$ cat config.mk
export PLATFORM = sky130hd
export DESIGN_NAME = seven_segments_scan_decoder_flat
export DESIGN_NICKNAME = d
export VERILOG_FILES = /design/src/rtl/seven_segments_scan_decoder_pkg.sv /design/src/rtl/seven_segments_scan_decoder_if.sv /design/src/rtl/seven_segments_scan_decoder_pattern_decode.sv /design/src/rtl/seven_segments_scan_decoder.sv /design/src/flat_wrapper.sv
export SDC_FILE = /design/constraint.sdc
export NUM_CORES = 1
export LEC_CHECK = 0
export ABC_CLOCK_PERIOD_IN_PS = 6000
export CELL_PAD_IN_SITES_DETAIL_PLACEMENT = 0
export CELL_PAD_IN_SITES_GLOBAL_PLACEMENT = 1
export CORE_ASPECT_RATIO = 1.25
export CORE_MARGIN = 1
export CORE_UTILIZATION = 39
export DETAILED_ROUTE_END_ITERATION = 10
export GPL_TIMING_DRIVEN = 0
export HOLD_SLACK_MARGIN = 0.1
export PLACE_DENSITY = 0.79
export SLEW_MARGIN = 20
export SYNTH_ARGS = -nofsm -noshare
export SYNTH_HDL_FRONTEND = slang
export SYNTH_SLANG_ARGS = --single-unit
$ cat constraint.sdc
create_clock -name clk -period 6 [get_ports clk]
set_clock_uncertainty 0.1 [all_clocks]
set_input_delay 1.2 -clock clk [delete_from_list [all_inputs] [get_ports clk]]
set_output_delay 1.2 -clock clk [all_outputs]
set_load 0.02 [all_outputs]
$ cat src/rtl/seven_segments_scan_decoder_pkg.sv
// Shared types and constants for the seven-segment scan decoder.
//   seg_t         : one segment byte, hgfe_dcba, bit 7 = decimal point
//   scan_state_t  : sampler FSM states
//   SEG_TABLE     : segment pattern for hex digits 0..F (bit 7 clear)
//   SEG_BLANK     : all-segments-off pattern
//   is_onehot     : true when exactly one bit of an 8-bit vector is set
package seven_segments_scan_decoder_pkg;

    typedef logic [7:0] seg_t;

    typedef enum logic [1:0] {
        S_IDLE,
        S_SETTLE,
        S_HOLD
    } scan_state_t;

    localparam seg_t SEG_TABLE [16] = '{
        8'h3F, 8'h06, 8'h5B, 8'h4F, 8'h66, 8'h6D, 8'h7D, 8'h07,
        8'h7F, 8'h67, 8'h77, 8'h7C, 8'h39, 8'h5E, 8'h79, 8'h71
    };

    localparam seg_t SEG_BLANK = 8'h00;

    function automatic logic is_onehot(input logic [7:0] v);
        int n;
        n = 0;
        for (int i = 0; i < 8; i++) begin
            if (v[i]) n++;
        end
        return (n == 1);
    endfunction

endpackage

$ cat src/rtl/seven_segments_scan_decoder_if.sv
// Frame output port of the scan decoder: decoded frame plus valid/ready.
//   value [4*NUM_DIGITS] : digit i in value[4i+3:4i]
//   dp    [NUM_DIGITS]   : decimal point of each digit
//   blank [NUM_DIGITS]   : blank-digit flags (only when SEG_BLANK_EN is defined)
//   valid                : frame available, held until accepted
//   ready                : consumer accepts when valid && ready
// master = decoder side, slave = consumer side.
interface seven_segments_scan_decoder_if #(
    parameter int NUM_DIGITS = 8
) ();

    logic [4*NUM_DIGITS-1:0] value;
    logic [NUM_DIGITS-1:0]   dp;
    logic                    valid;
    logic                    ready;
`ifdef SEG_BLANK_EN
    logic [NUM_DIGITS-1:0]   blank;

    modport master (output value, output dp, output blank, output valid, input ready);
    modport slave  (input value, input dp, input blank, input valid, output ready);
`else
    modport master (output value, output dp, output valid, input ready);
    modport slave  (input value, input dp, input valid, output ready);
`endif

endinterface

$ cat src/rtl/seven_segments_scan_decoder_pattern_decode.sv
// Combinational segment pattern -> hex nibble lookup.
//   seg    in  7 : segments gfe_dcba (decimal point excluded)
//   hit    out 1 : pattern is decodable
//   nibble out 4 : decoded value, 0 when not decodable
//   blank  out 1 : pattern is all-off (only when SEG_BLANK_EN is defined)
// With SEG_BLANK_EN defined an all-off pattern counts as a legal digit
// (nibble 0); otherwise it is undecodable.
module seven_segments_scan_decoder_pattern_decode
    import seven_segments_scan_decoder_pkg::*;
(
    input  logic [6:0] seg,
`ifdef SEG_BLANK_EN
    output logic       blank,
`endif
    output logic       hit,
    output logic [3:0] nibble
);

    always_comb begin
        hit    = 1'b0;
        nibble = 4'h0;
        for (int i = 0; i < 16; i++) begin
            if (seg == SEG_TABLE[i][6:0]) begin
                hit    = 1'b1;
                nibble = 4'(i);
            end
        end
`ifdef SEG_BLANK_EN
        blank = (seg == SEG_BLANK[6:0]);
        if (blank) hit = 1'b1;
`endif
    end

endmodule

$ cat src/rtl/seven_segments_scan_decoder.sv
// Receive side of a multiplexed seven-segment bus. Waits for the digit
// select to sit stable and one-hot for SETTLE_CYCLES cycles, samples the
// segment lines, decodes the digit and assembles a full frame that is
// handed out on a valid/ready port.
//   clk, reset : single clock, synchronous active-high reset
//   an         : digit select, one-hot when a digit is driven
//   seg        : segments hgfe_dcba, bit 7 = decimal point
//   frame      : frame output port (value, dp, valid, ready, [blank])
//   error      : sticky, an undecodable pattern was sampled
//   overrun    : sticky, a completed frame was dropped under backpressure
// Optional feature macro: SEG_BLANK_EN (all-off digit is legal, adds blank).
module seven_segments_scan_decoder
    import seven_segments_scan_decoder_pkg::*;
#(
    parameter int NUM_DIGITS    = 8,
    parameter int SETTLE_CYCLES = 4
) (
    input  logic                  clk,
    input  logic                  reset,
    input  logic [NUM_DIGITS-1:0] an,
    input  logic [7:0]            seg,
    seven_segments_scan_decoder_if.master frame,
    output logic                  error,
    output logic                  overrun
);

    localparam int             CW              = $clog2(SETTLE_CYCLES + 1);
    localparam logic [CW-1:0]  SETTLE_C        = CW'(SETTLE_CYCLES);
    localparam logic [CW-1:0]  ONE_C           = CW'(1);
    // With a one-cycle settle time the first cycle of a new select is
    // already the sampling cycle.
    localparam bit             SAMPLE_ON_ENTRY = (SETTLE_CYCLES == 1);

    scan_state_t             state;
    logic [CW-1:0]           count;
    logic [NUM_DIGITS-1:0]   an_lat;
    logic [NUM_DIGITS-1:0]   mask;
    logic [4*NUM_DIGITS-1:0] shadow_val;
    logic [NUM_DIGITS-1:0]   shadow_dp;

    logic                    an_oh;
    logic                    an_same;
    logic                    sample;
    logic                    dec_hit;
    logic [3:0]              dec_nibble;
    logic [NUM_DIGITS-1:0]   mask_set;
    logic                    complete;
    logic [4*NUM_DIGITS-1:0] shadow_val_nxt;
    logic [NUM_DIGITS-1:0]   shadow_dp_nxt;

`ifdef SEG_BLANK_EN
    logic                    dec_blank;
    logic [NUM_DIGITS-1:0]   shadow_blank;
    logic [NUM_DIGITS-1:0]   shadow_blank_nxt;
`endif

    seven_segments_scan_decoder_pattern_decode u_decode (
        .seg    (seg[6:0]),
`ifdef SEG_BLANK_EN
        .blank  (dec_blank),
`endif
        .hit    (dec_hit),
        .nibble (dec_nibble)
    );

    assign an_oh   = is_onehot(8'(an));
    assign an_same = (an == an_lat);

    // Sample on the cycle the settle count reaches SETTLE_CYCLES.
    always_comb begin
        sample = 1'b0;
        case (state)
            S_IDLE:   sample = an_oh && SAMPLE_ON_ENTRY;
            S_SETTLE: sample = an_same ? ((count + ONE_C) == SETTLE_C)
                                       : (an_oh && SAMPLE_ON_ENTRY);
            S_HOLD:   sample = !an_same && an_oh && SAMPLE_ON_ENTRY;
            default:  sample = 1'b0;
        endcase
    end

    // The sampled digit is merged into the shadow frame combinationally so a
    // completing frame reaches the output register on the sampling edge.
    always_comb begin
        shadow_val_nxt = shadow_val;
        shadow_dp_nxt  = shadow_dp;
`ifdef SEG_BLANK_EN
        shadow_blank_nxt = shadow_blank;
`endif
        for (int i = 0; i < NUM_DIGITS; i++) begin
            if (sample && an[i]) begin
                shadow_val_nxt[4*i +: 4] = dec_nibble;
                shadow_dp_nxt[i]         = seg[7];
`ifdef SEG_BLANK_EN
                shadow_blank_nxt[i]      = dec_blank;
`endif
            end
        end
        mask_set = mask | (sample ? an : '0);
        complete = sample && (&mask_set);
    end

    always_ff @(posedge clk) begin
        if (reset) begin
            state  <= S_IDLE;
            count  <= '0;
            an_lat <= '0;
        end else begin
            case (state)
                S_IDLE: begin
                    if (an_oh) begin
                        an_lat <= an;
                        count  <= ONE_C;
                        state  <= SAMPLE_ON_ENTRY ? S_HOLD : S_SETTLE;
                    end
                end
                S_SETTLE, S_HOLD: begin
                    if (an_same) begin
                        if (state == S_SETTLE) begin
                            count <= count + ONE_C;
                            if ((count + ONE_C) == SETTLE_C) state <= S_HOLD;
                        end
                    end else if (an_oh) begin
                        an_lat <= an;
                        count  <= ONE_C;
                        state  <= SAMPLE_ON_ENTRY ? S_HOLD : S_SETTLE;
                    end else begin
                        count <= '0;
                        state <= S_IDLE;
                    end
                end
                default: begin
                    count <= '0;
                    state <= S_IDLE;
                end
            endcase
        end
    end

    always_ff @(posedge clk) begin
        if (reset) begin
            shadow_val  <= '0;
            shadow_dp   <= '0;
            mask        <= '0;
            frame.value <= '0;
            frame.dp    <= '0;
            frame.valid <= 1'b0;
            error       <= 1'b0;
            overrun     <= 1'b0;
`ifdef SEG_BLANK_EN
            shadow_blank <= '0;
            frame.blank  <= '0;
`endif
        end else begin
            shadow_val <= shadow_val_nxt;
            shadow_dp  <= shadow_dp_nxt;
            mask       <= complete ? '0 : mask_set;
`ifdef SEG_BLANK_EN
            shadow_blank <= shadow_blank_nxt;
`endif
            if (sample && !dec_hit) error <= 1'b1;

            if (complete) begin
                if (!frame.valid || frame.ready) begin
                    frame.value <= shadow_val_nxt;
                    frame.dp    <= shadow_dp_nxt;
                    frame.valid <= 1'b1;
`ifdef SEG_BLANK_EN
                    frame.blank <= shadow_blank_nxt;
`endif
                end else begin
                    overrun <= 1'b1;
                end
            end else if (frame.valid && frame.ready) begin
                frame.valid <= 1'b0;
            end
        end
    end

endmodule
$ cat src/flat_wrapper.sv
// flat-port wrapper written by rule: the top's interface ports become plain ports
module seven_segments_scan_decoder_flat import seven_segments_scan_decoder_pkg::*;
#(
    parameter int NUM_DIGITS    = 8,
    parameter int SETTLE_CYCLES = 4
)
  (clk, reset, an, seg, error, overrun, frame_value, frame_dp, frame_valid, frame_ready);
  seven_segments_scan_decoder_if #(.NUM_DIGITS(NUM_DIGITS)) frame_i ();
  input  logic clk;
  input  logic reset;
  input  logic [NUM_DIGITS-1:0] an;
  input  logic [7:0] seg;
  output logic error;
  output logic overrun;
  output wire logic [$bits(frame_i.value)-1:0] frame_value;
  output wire logic [$bits(frame_i.dp)-1:0] frame_dp;
  output wire logic [$bits(frame_i.valid)-1:0] frame_valid;
  input wire logic [$bits(frame_i.ready)-1:0] frame_ready;
  assign frame_value = frame_i.value;
  assign frame_dp = frame_i.dp;
  assign frame_valid = frame_i.valid;
  assign frame_i.ready = frame_ready;
  seven_segments_scan_decoder #(.NUM_DIGITS(NUM_DIGITS), .SETTLE_CYCLES(SETTLE_CYCLES)) u_core (.clk(clk), .reset(reset), .an(an), .seg(seg), .frame(frame_i), .error(error), .overrun(overrun));
endmodule
Word level (Yosys, flattened, before mapping)
Cells that the tools add are included.
{ "op_classes": {"n_bitwise": 2, "addsub": 8, "eq_ne": 26, "n_reduce_logical": 26, "n_mux": 75} }
{ "op_table": {"columns": ["op", "count"], "rows": [
  ["$mux W32", 7],
  ["$add A32 B2 Y32 const B", 6],
  ["$mux W4", 22],
  ["$eq A7 B7 Y1 const B", 12],
  ["$mux W1", 33],
  ["$eq A32 B2 Y1 const B", 1],
  ["$mux W8", 3],
  ["$pmux W8 S2", 1],
  ["$eq A7 B3 Y1 const B", 2],
  ["$eq A7 B6 Y1 const B", 2],
  ["$logic_and A1 B1 Y1", 11],
  ["$reduce_and A2 Y1", 5],
  ["$mux W3", 3],
  ["$eq A8 B8 Y1", 1],
  ["$mux W2", 4],
  ["$or A8 B8 Y8", 1],
  ["$reduce_and A8 Y1", 1],
  ["$ne A3 B3 Y1 const B", 2],
  ["$pmux W3 S2", 1],
  ["$ne A2 B2 Y1 const B", 2],
  ["$pmux W2 S2", 1],
  ["$reduce_bool A2 Y1", 2],
  ["$reduce_or A2 Y1", 2],
  ["$add A3 B1 Y3 const B", 1],
  ["10 further kinds", 11]
]} }
{ "totals": {"out_inout_bits": 43, "input_bits": 19, "register_bits": 104} }

Depth between registers and ports, before layout
Gate-level depths: netlist of run 1.
{ "logic_depth": {"word_depth": 19, "ltp_mapped": 26, "mapped_depth_nobuf": 26} }

Cells and area by module
A second synthesis of run 1 with hierarchy kept.
{ "hier_totals": {"hier_cells": 542, "area_unflattened_um2": 4908.5} }
{ "by_module_without_submodules": {"columns": ["mod", "instances", "cells_per_inst", "area_per_inst_um2"], "rows": [
  ["seven_segments_scan_decoder", 1, 485, 4529.3],
  ["seven_segments_scan_decoder_pattern_decode", 1, 57, 379.1]
]} }

Worst setup path before layout of run 1
OpenSTA, ideal clock, no wires.
{ "synth_timing": {"path_kind": "input port to flip-flop", "startpoint": "input an[0]", "endpoint": "register u_core.an_lat[7]", "setup_time_ps": 128, "stages": 26, "setup_slack_ps": 102, "arrival_ps": 5671, "path_cell_list": "inv_1 > ha_1 > clkbuf_1 > xor2_1 > ha_1 > nand2_1 > o31ai_1 > ha_1 > nand2b_1 > nand2_1 > inv_1 > ha_1 > nand2_1 > o21ai_0 > ha_1 > nor2b_1 > nor2_1 > ha_1 > nand2_1 > xnor2_1 > xor2_1 > mux2_2 > a21oi_1 > nand4_2 > mux2i_1 > nor2_1"} }
{ "synth_between": {"elab_chain_cells": 19, "elab_cells_between_ends": 22} }
{ "synth_lines": {"columns": ["element", "line_no", "rtl"], "rows": [
  ["start, declared", "flat_wrapper.sv:11", "input logic [NUM_DIGITS-1:0] an;"],
  ["$mux W1", "seven_segments_scan_decoder_pkg.sv:28", "if (v[i]) n++;"],
  ["$add A1 B1 Y2", "seven_segments_scan_decoder_pkg.sv:28", null],
  ["$mux W32", "seven_segments_scan_decoder_pkg.sv:28", null],
  ["$add A32 B2 Y32", "seven_segments_scan_decoder_pkg.sv:28", null],
  ["$mux W32", "seven_segments_scan_decoder_pkg.sv:28", null],
  ["$add A32 B2 Y32", "seven_segments_scan_decoder_pkg.sv:28", null],
  ["$mux W32", "seven_segments_scan_decoder_pkg.sv:28", null],
  ["$add A32 B2 Y32", "seven_segments_scan_decoder_pkg.sv:28", null],
  ["[2 not listed]", null, null],
  ["$mux W32", "seven_segments_scan_decoder_pkg.sv:28", null],
  ["$add A32 B2 Y32", "seven_segments_scan_decoder_pkg.sv:28", null],
  ["$mux W32", "seven_segments_scan_decoder_pkg.sv:28", null],
  ["$add A32 B2 Y32", "seven_segments_scan_decoder_pkg.sv:28", null],
  ["$mux W32", "seven_segments_scan_decoder_pkg.sv:28", null],
  ["$eq A32 B2 Y1", "seven_segments_scan_decoder_pkg.sv:30", "return (n == 1);"],
  ["$mux W8 (2 in a row)", null, null],
  ["$pmux W8 S2", null, null],
  ["end signal, assigned", "seven_segments_scan_decoder.sv:111", "an_lat <= an;"],
  ["end signal, assigned", "seven_segments_scan_decoder.sv:123", "an_lat <= an;"],
  ["end, declared", "seven_segments_scan_decoder.sv:36", "logic [NUM_DIGITS-1:0] an_lat;"]
]} }
Several ways; a longest one is shown, not always the timed one. The select of a mux whose other input is x is not followed.
A chain may end at the register's enable or synchronous reset.

Worst setup path in the final report of run 1
{ "layout_timing": {"startpoint": "input an[1]", "endpoint": "register u_core.count[1]"} }
{ "layout_between": {"elab_chain_cells": 16, "elab_cells_between_ends": 20} }
{ "layout_lines": {"columns": ["element", "line_no", "rtl"], "rows": [
  ["$mux W32", "seven_segments_scan_decoder_pkg.sv:28", null],
  ["$add A32 B2 Y32", "seven_segments_scan_decoder_pkg.sv:28", null],
  ["$mux W32", "seven_segments_scan_decoder_pkg.sv:28", null],
  ["$add A32 B2 Y32", "seven_segments_scan_decoder_pkg.sv:28", null],
  ["$mux W32", "seven_segments_scan_decoder_pkg.sv:28", null],
  ["$add A32 B2 Y32", "seven_segments_scan_decoder_pkg.sv:28", null],
  ["$mux W32", "seven_segments_scan_decoder_pkg.sv:28", null],
  ["$add A32 B2 Y32", "seven_segments_scan_decoder_pkg.sv:28", null],
  ["$mux W32", "seven_segments_scan_decoder_pkg.sv:28", null],
  ["$add A32 B2 Y32", "seven_segments_scan_decoder_pkg.sv:28", null],
  ["$mux W32", "seven_segments_scan_decoder_pkg.sv:28", null],
  ["$add A32 B2 Y32", "seven_segments_scan_decoder_pkg.sv:28", null],
  ["$mux W32", "seven_segments_scan_decoder_pkg.sv:28", null],
  ["$eq A32 B2 Y1", "seven_segments_scan_decoder_pkg.sv:30", null],
  ["$ne A2 B1 Y1 (no line)", null, null],
  ["$reduce_and A2 Y1 (no line)", null, null],
  ["end signal, assigned", "seven_segments_scan_decoder.sv:119", "count <= count + ONE_C;"],
  ["end, declared", "seven_segments_scan_decoder.sv:35", "logic [CW-1:0] count;"]
]} }
Several ways; a longest one is shown, not always the timed one.

==> reports/results.ini, run 1 <==
[status]
status=complete, no violations

[floorplanning]
die_x_um=104
start_util=0.398
num_rows=46
dieArea_sq_mm=0.0134
core-area_sq_mm=0.0127
fp.dieH_um=129
io_pins=62

[setup_path]
endpoint_kind=register
worst_r2r_path_depth=10
path_class=primary input to register
cp.required_ns=6.18
startpoint_type=primary input
startpoint=an[1]
cp_data_arrival_time_ns=5.85
path_max_fanout=8
worstReg2RegStart=u_core.count[0]

[placed_design]
placed_area_sq_mm=0.00582
hpwl_um=8520
gp_congestion=0.834
dp.cells=767
port-buffer-count=55

[global_routing]
antenna_found_initial=0
grt_pass1_vias=3874
track_usage=0.179
grt_overflow=0
grt_pass1_wl_um=19000
grt_max_degree=20

[synth]
yosys.cell_types.count=58
synth_seq_area_share=0.413
yosysTopAreaCell=dfxtp_1
synthesis.area_sq_mm=0.00504
synth_nets=575
postSynthCellCount=543
synth_top_cell_area_share=0.413
async_reset_ff_frac=0
synth-edff-count=0
syn_avg_cell_area_sq_um=9.28
yosys_warnings=0
ys_ff_latch=104
ys_top_cells_by_area=dfxtp_1, mux2i_1, nor2_1, nor2b_1, ha_1
synthFlopType=dfxtp_1

[routing]
wl_um=11600
drt_pass1_iterations=4
drc=0
vias=3973
vias_per_cell=5.07
routedWlPerCell_um=14.8
drtIter0Drc=147
ant_nets=0

[power_and_ir_drop]
peakVddDrop_uv=160
p_per_area_mw_per_mm2=269
leakagePower_uw=0.00228

[flow_run]
drv_cap=0

[worst_hold_path]
hold_path_depth=1
hold_path_class=register to register
hp-start=u_core.mask[2]

[timing]
relSlewSlack=0.326
finalCritPeriodShare=0.945
hold_viol_final=0
max_freq_mhz=176
fin_setup_tns_ns=0
min_period_ns=5.67
setup_viol=0
worstMarginPinSlew_ns=1.00
rsz0062_at_grt=no
drv_slew=0

[cts]
cts_root_buf=clkbuf_16
cts_made_buffers=9
postCtsHoldBufs=0
insertion_delay_ns=0.35
clockBufferDepth=2
cts.sinks=104
tritoncts=done
clk_pin_slew_worst_paths_ns=0.08
htree_num_levels=3

[layout]
fin_cells=783
drive_gt1_frac=0.115
finalInstanceArea_sq_mm=0.00622
diodes=0
syn_to_final_growth_pct=23.4
nNetsFinal=642

## metrics by stage
stage | utilization | setup WS, ns | hold WS [ns] | power (uW)
after floorplan | - | 0.102 | 0.341 | 971
after global placement | 0.458 | -1.19 | 0.349 | 1030
after detailed placement | 0.460 | -1.29 | 0.354 | 1040
after CTS | 0.489 | 0.0306 | 0.371 | 1670
after global routing | 0.491 | 0.0275 | 0.398 | 1750
final | 0.491 | 0.333 | 0.370 | 1670
## report_power, final
group	leakage, uW	internal, uW	switching [uW]	total (uW)
clock	0.000148	333	274	607
combinational	0.00129	150	190	340
sequential	0.000839	709	15.5	724
total	0.00228	1190	479	1670
## cell usage in the layout (no fill, tap or decap), types with 3 or more instances in the layout
master / netlist / layout
mux2i_1: 55 / 55
ha_1: 13 / 12
buf_2: 7 / 7
a31oi_1: 9 / 8
nor3_1: 4 / 4
xnor2_1: 11 / 10
o22ai_1: 8 / 8
inv_1: 12 / 10
nand3_1: 3 / 3
a21oi_1: 18 / 17
nor2_1: 92 / 91
nand2b_1: 7 / 7
clkbuf_1: 24 / 23
nor2b_1: 37 / 36
clkbuf_16: 0 / 9
a211oi_1: 9 / 9
mux2_2: 14 / 13
buf_4: 0 / 3
dfxtp_1: 104 / 104
and2_1: 7 / 7
inv_8: 0 / 3
nand2_1: 29 / 28
nand4_1: 4 / 4
clkdlybuf4s50_1: 0 / 53
o21a_1: 8 / 8
o21ai_0: 8 / 7
xnor2_2: 2 / 3
xor2_1: 6 / 5
## worst max-delay path: stages
cell and delay, ns:
clkbuf_2 0.15, inv_2 0.08, ha_4 0.25, xor2_2 0.15, ha_1 0.33, nand2_1 0.10
o31ai_1 0.08, ha_1 0.30, nand2b_1 0.17, nand2_1 0.09, inv_1 0.05, ha_1 0.29
nand2_2 0.09, o21ai_1 0.09, ha_1 0.31, nor2b_2 0.16, nor2_1 0.07, ha_1 0.17
nand2_1 0.10, xnor2_2 0.15, xor2_1 0.21, mux2_4 0.34, a21oi_4 0.26, a41oi_4 0.22
or2_1 0.30, a21oi_1 0.13
## synth_stat cells (4+ instances only)
master / number
dfxtp_1: 104
nor2_1: 92
mux2i_1: 55
nor2b_1: 37
nand2_1: 29
clkbuf_1: 24
a21oi_1: 18
mux2_2: 14
ha_1: 13
inv_1: 12
xnor2_1: 11
a211oi_1: 9
a31oi_1: 9
o21a_1: 8
o21ai_0: 8
o22ai_1: 8
and2_1: 7
buf_2: 7
nand2b_1: 7
xor2_1: 6
nand4_1: 4
nor3_1: 4
## repair_timing
item,4_1_cts,5_1_grt
endpoints found under the hold margin,0,0
gates resized for setup,14,13
pin swaps,1,5
endpoints found under the setup margin,13,13
setup buffers,0,1
## final cells by class
type                    count  area, sq um
multi-input cells         393         2850
clock inverters             7         87.6
flip-flops and latches    104         2080
repair buffers             57          556
well taps                 168          210
clock buffers               9          225
plain buffers              33          165
inverters                  12         45.0
fillers                  1216         6440
## cell families (layout without fill, tap and decap cells)
kind of cell | after synthesis | in the layout | synth area share
AND/OR/NAND/NOR | 207 | 207 | 0.211
flip-flops | 104 | 104 | 0.413
AO/OA/AOI/OAI | 82 | 82 | 0.111
multiplexers | 70 | 70 | 0.145
buffers and inverters | 46 | 118 | 0.0419
XOR/XNOR | 21 | 21 | 0.0449
adder cells (fa/ha/maj) | 13 | 13 | 0.0323
## final timing paths
| check | endpoint | slack [ns] |
|---|---|---|
| hold / removal | u_core.mask[2] | 0.37 |
| hold reg to reg | u_core.mask[2] | 0.37 |
| setup / recovery | u_core.count[1] | 0.33 |
| setup reg to reg | u_core.frame.value[24] | 2.49 |
## flip-flops by register name (all words and copies together) (netlist names)
signal	flops
u_core.frame.value	32
u_core.shadow_val	32
u_core.an_lat	8
u_core.frame.dp	8
u_core.mask	8
u_core.shadow_dp	8
u_core.count	3
u_core.state	2
u_core.error	1
u_core.frame.valid	1
u_core.overrun	1
## layer usage
metal,GRT usage,wire (um),vias up,share of wire
li1,-,-,2031,-
met1,0.202,5010,1852,0.43
met2,0.332,5970,72,0.51
met3,0.0372,404,18,0.035
met4,0.0689,231,0,0.020
met5,0,0,-,0
Power figures use the tool's default switching activity.
==> inputs of run 2 (changes only) <==
--- a/config.mk
+++ b/config.mk
@@ -11,6 +11,7 @@
 export CORE_ASPECT_RATIO = 1.25
 export CORE_MARGIN = 1
 export CORE_UTILIZATION = 39
+export CTS_CLUSTER_SIZE = 28
 export DETAILED_ROUTE_END_ITERATION = 10
 export GPL_TIMING_DRIVEN = 0
 export HOLD_SLACK_MARGIN = 0.1
==> results of run 2 <==
The final DEF is identical to that of run 1; final timing and power are the same.
==> inputs of run 3 (changes only) <==
--- a/config.mk
+++ b/config.mk
@@ -8,7 +8,7 @@
 export ABC_CLOCK_PERIOD_IN_PS = 6000
 export CELL_PAD_IN_SITES_DETAIL_PLACEMENT = 0
 export CELL_PAD_IN_SITES_GLOBAL_PLACEMENT = 1
-export CORE_ASPECT_RATIO = 1.25
+export CORE_ASPECT_RATIO = 0.75
 export CORE_MARGIN = 1
 export CORE_UTILIZATION = 39
 export CTS_CLUSTER_SIZE = 28
==> run 3 against run 2 <==
Effect of this change: maximum frequency fell by 0.16%; non-clock buffer count is 2 higher; final area fell by 0.42%; combinational power is 4% higher; utilization increased by 0.68 points; global-route usage is 0.38 points higher; sequential power hardly changed; critical endpoint is now u_core.count[0]; largest cell class unchanged.
==> reports/results.ini, run 3 (synthesis gave the netlist of run 1 again) <==
[setup_path]
endpoint_kind=register
startpoint_type=primary input
cp.required_ns=6.14  ; -0.04 ns
critPathTopFamily=buffers and inverters
crit_slowest_cell=clkdlybuf4s50_1
path_class=primary input to register
cp_cell_sequence=clkdlybuf4s50_1 -> clkbuf_4 -> xnor3_1 -> inv_1 -> ha_1 -> nand2b_1 -> nand2_1 -> inv_1 -> ha_1 -> nand2_1 -> o21ai_1 -> ha_1 -> nor2b_2 -> nor2_1 -> ha_1 -> nand2_1 -> xnor2_2 -> xor2_1 -> mux2_2 -> a21oi_4 -> buf_4 -> a41o_1 -> a21oi_1 -> o41ai_1
crit_path_frequent_cell=ha_1
path_max_fanout=10  ; +2
worst-path-buf-inv=5  ; +2
cp_data_arrival_time_ns=5.82  ; -0.03 ns
critPathMaxStageDelay_ns=0.50  ; +0.16 ns

[routing]
vias=4018  ; +1.1%
vias_per_cell=5.14  ; +1.3%
drc=0  ; unchanged
drtIter0Drc=109  ; -26%
drt_pass1_iterations=4  ; unchanged
wl_um=11700  ; +0.40%
ant_nets=0  ; unchanged
routedWlPerCell_um=14.9  ; +0.52%

[timing]
setup_viol=0  ; unchanged
relSlewSlack=0.291  ; -0.0352
worstMarginPinSlew_ns=1.05  ; +0.0524 ns
drv_slew=0  ; unchanged
hold_viol_final=0  ; unchanged
fin_setup_tns_ns=0  ; unchanged
finalCritPeriodShare=0.946  ; +0.00149
rsz0062_at_grt=no
min_period_ns=5.68  ; +0.00896 ns
whs_ns=0.373  ; +0.00347 ns
max_freq_mhz=176  ; -0.16%

[cts]
cts_made_buffers=9  ; unchanged
cts_root_buf=clkbuf_16
clockBufferDepth=2  ; unchanged
tritoncts=done
htree_num_levels=3  ; unchanged
insertion_delay_ns=0.34  ; about the same
clk_pin_slew_worst_paths_ns=0.07  ; about the same
postCtsHoldBufs=0  ; unchanged
cts.sinks=104  ; unchanged

[layout]
nNetsFinal=644  ; +0.31%
fin_util=0.498  ; +0.00678
syn_to_final_growth_pct=22.8
finalInstanceArea_sq_mm=0.00619  ; -0.42%
final_cell_mix=dfxtp_1, nor2_1, mux2i_1
diodes=0  ; unchanged
layout_commonest_cell=dfxtp_1
top_regs=u_core.frame.value (32), u_core.shadow_val (32)
drive_gt1_frac=0.110  ; -0.00506

[floorplanning]
start_util=0.405  ; +0.00721
fp.dieH_um=100  ; -22%
num_rows=35  ; -24%
core-area_sq_mm=0.0124  ; -1.8%
dieArea_sq_mm=0.0134  ; about the same
io_pins=62  ; unchanged
die_x_um=133  ; +29%

[worst_hold_path]
hold_path_class=register to register

[power_and_ir_drop]
p_switching_uw=445  ; -7.2%
p_clk_frac=0.330  ; -0.033
p_per_area_mw_per_mm2=259  ; -3.5%
p_sw_frac=0.277  ; -0.00987
internal_power_uw=1160  ; -2.6%
leakagePower_uw=0.00227  ; -0.53%
pwr-share-seq=0.451  ; +0.018
peakVddDrop_uv=138  ; -14%
p_comb_frac=0.219  ; +0.016

[global_routing]
track_usage=0.183  ; +0.00377
grt_overflow=0  ; unchanged
grt_pass1_vias=3839  ; -0.90%
grt_pass1_wl_um=19100  ; +0.76%
grt_max_degree=16  ; -20%
antenna_found_initial=0  ; unchanged

[placed_design]
gp_congestion=0.847  ; +1.6%
placed_area_sq_mm=0.00581  ; -0.17%
port-buffer-count=55  ; unchanged
hpwl_um=8450  ; -0.83%

[status]
status=complete, no violations

[flow_run]
drv_cap=0  ; unchanged

run 3: layer usage:
layer | part of all wire | track usage | wire length [um] | vias up
met1 | 0.50 | 0.240 | 5820 | 1904
met2 | 0.46 | 0.301 | 5320 | 72
met4 | 0.015 | 0.0638 | 176 | 0
met5 | 0 | 0 | 0 | -
met3 | 0.030 | 0.0352 | 349 | 15
li1 | - | - | - | 2027
run 3: power by group through the flow:
| stage | combinational, uW | clock, uW | sequential (uW) |
|---|---|---|---|
| 2_1_floorplan | 234 | 0 | 737 |
| 3_3_place_gp | 290 | 0 | 738 |
| 3_5_place_dp | 298 | 0 | 739 |
| 4_1_cts | 320 | 547 | 724 |
| 5_1_grt | 388 | 574 | 726 |
| 6_report | 352 | 529 | 724 |
run 3: final timing paths:
kind	from	end	slack (ns)	cells after the start
setup / recovery	an[3]	u_core.count[0]	0.32	24
hold / removal	u_core.mask[7]	u_core.mask[7]	0.37	1
setup reg to reg	u_core.count[0]	u_core.frame.value[9]	2.43	10
hold reg to reg	u_core.mask[7]	u_core.mask[7]	0.37	1
run 3: timing repair:
| action | 4_1_cts | 5_1_grt |
|---|---|---|
| gates cloned | 0 | 0 |
| setup buffers | 0 | 4 |
| setup endpoints to repair | 13 | 13 |
| pin swaps | 1 | 6 |
| gates resized for setup | 12 | 13 |
run 3: final cells by class:
cell class	count	area, sq um
inverters	12	45.0
multi-input cells	393	2860
flip-flops and latches	104	2080
plain buffers	33	165
clock buffers	12	246
repair buffers	59	571
fillers	1211	6240
clock inverters	3	18.8
well taps	166	208
run 3: per-stage QoR:
| step | setup slack (ns) | power (uW) | std cells |
|---|---|---|---|
| detailed placement | -1.30 | 1040 | 764 |
| global route | 0.00436 | 1690 | 782 |
| finish | 0.324 | 1610 | 782 |
| CTS | 0.0137 | 1590 | 778 |
| floorplan | 0.102 | 971 | 543 |
| global placement | -1.14 | 1030 | 764 |
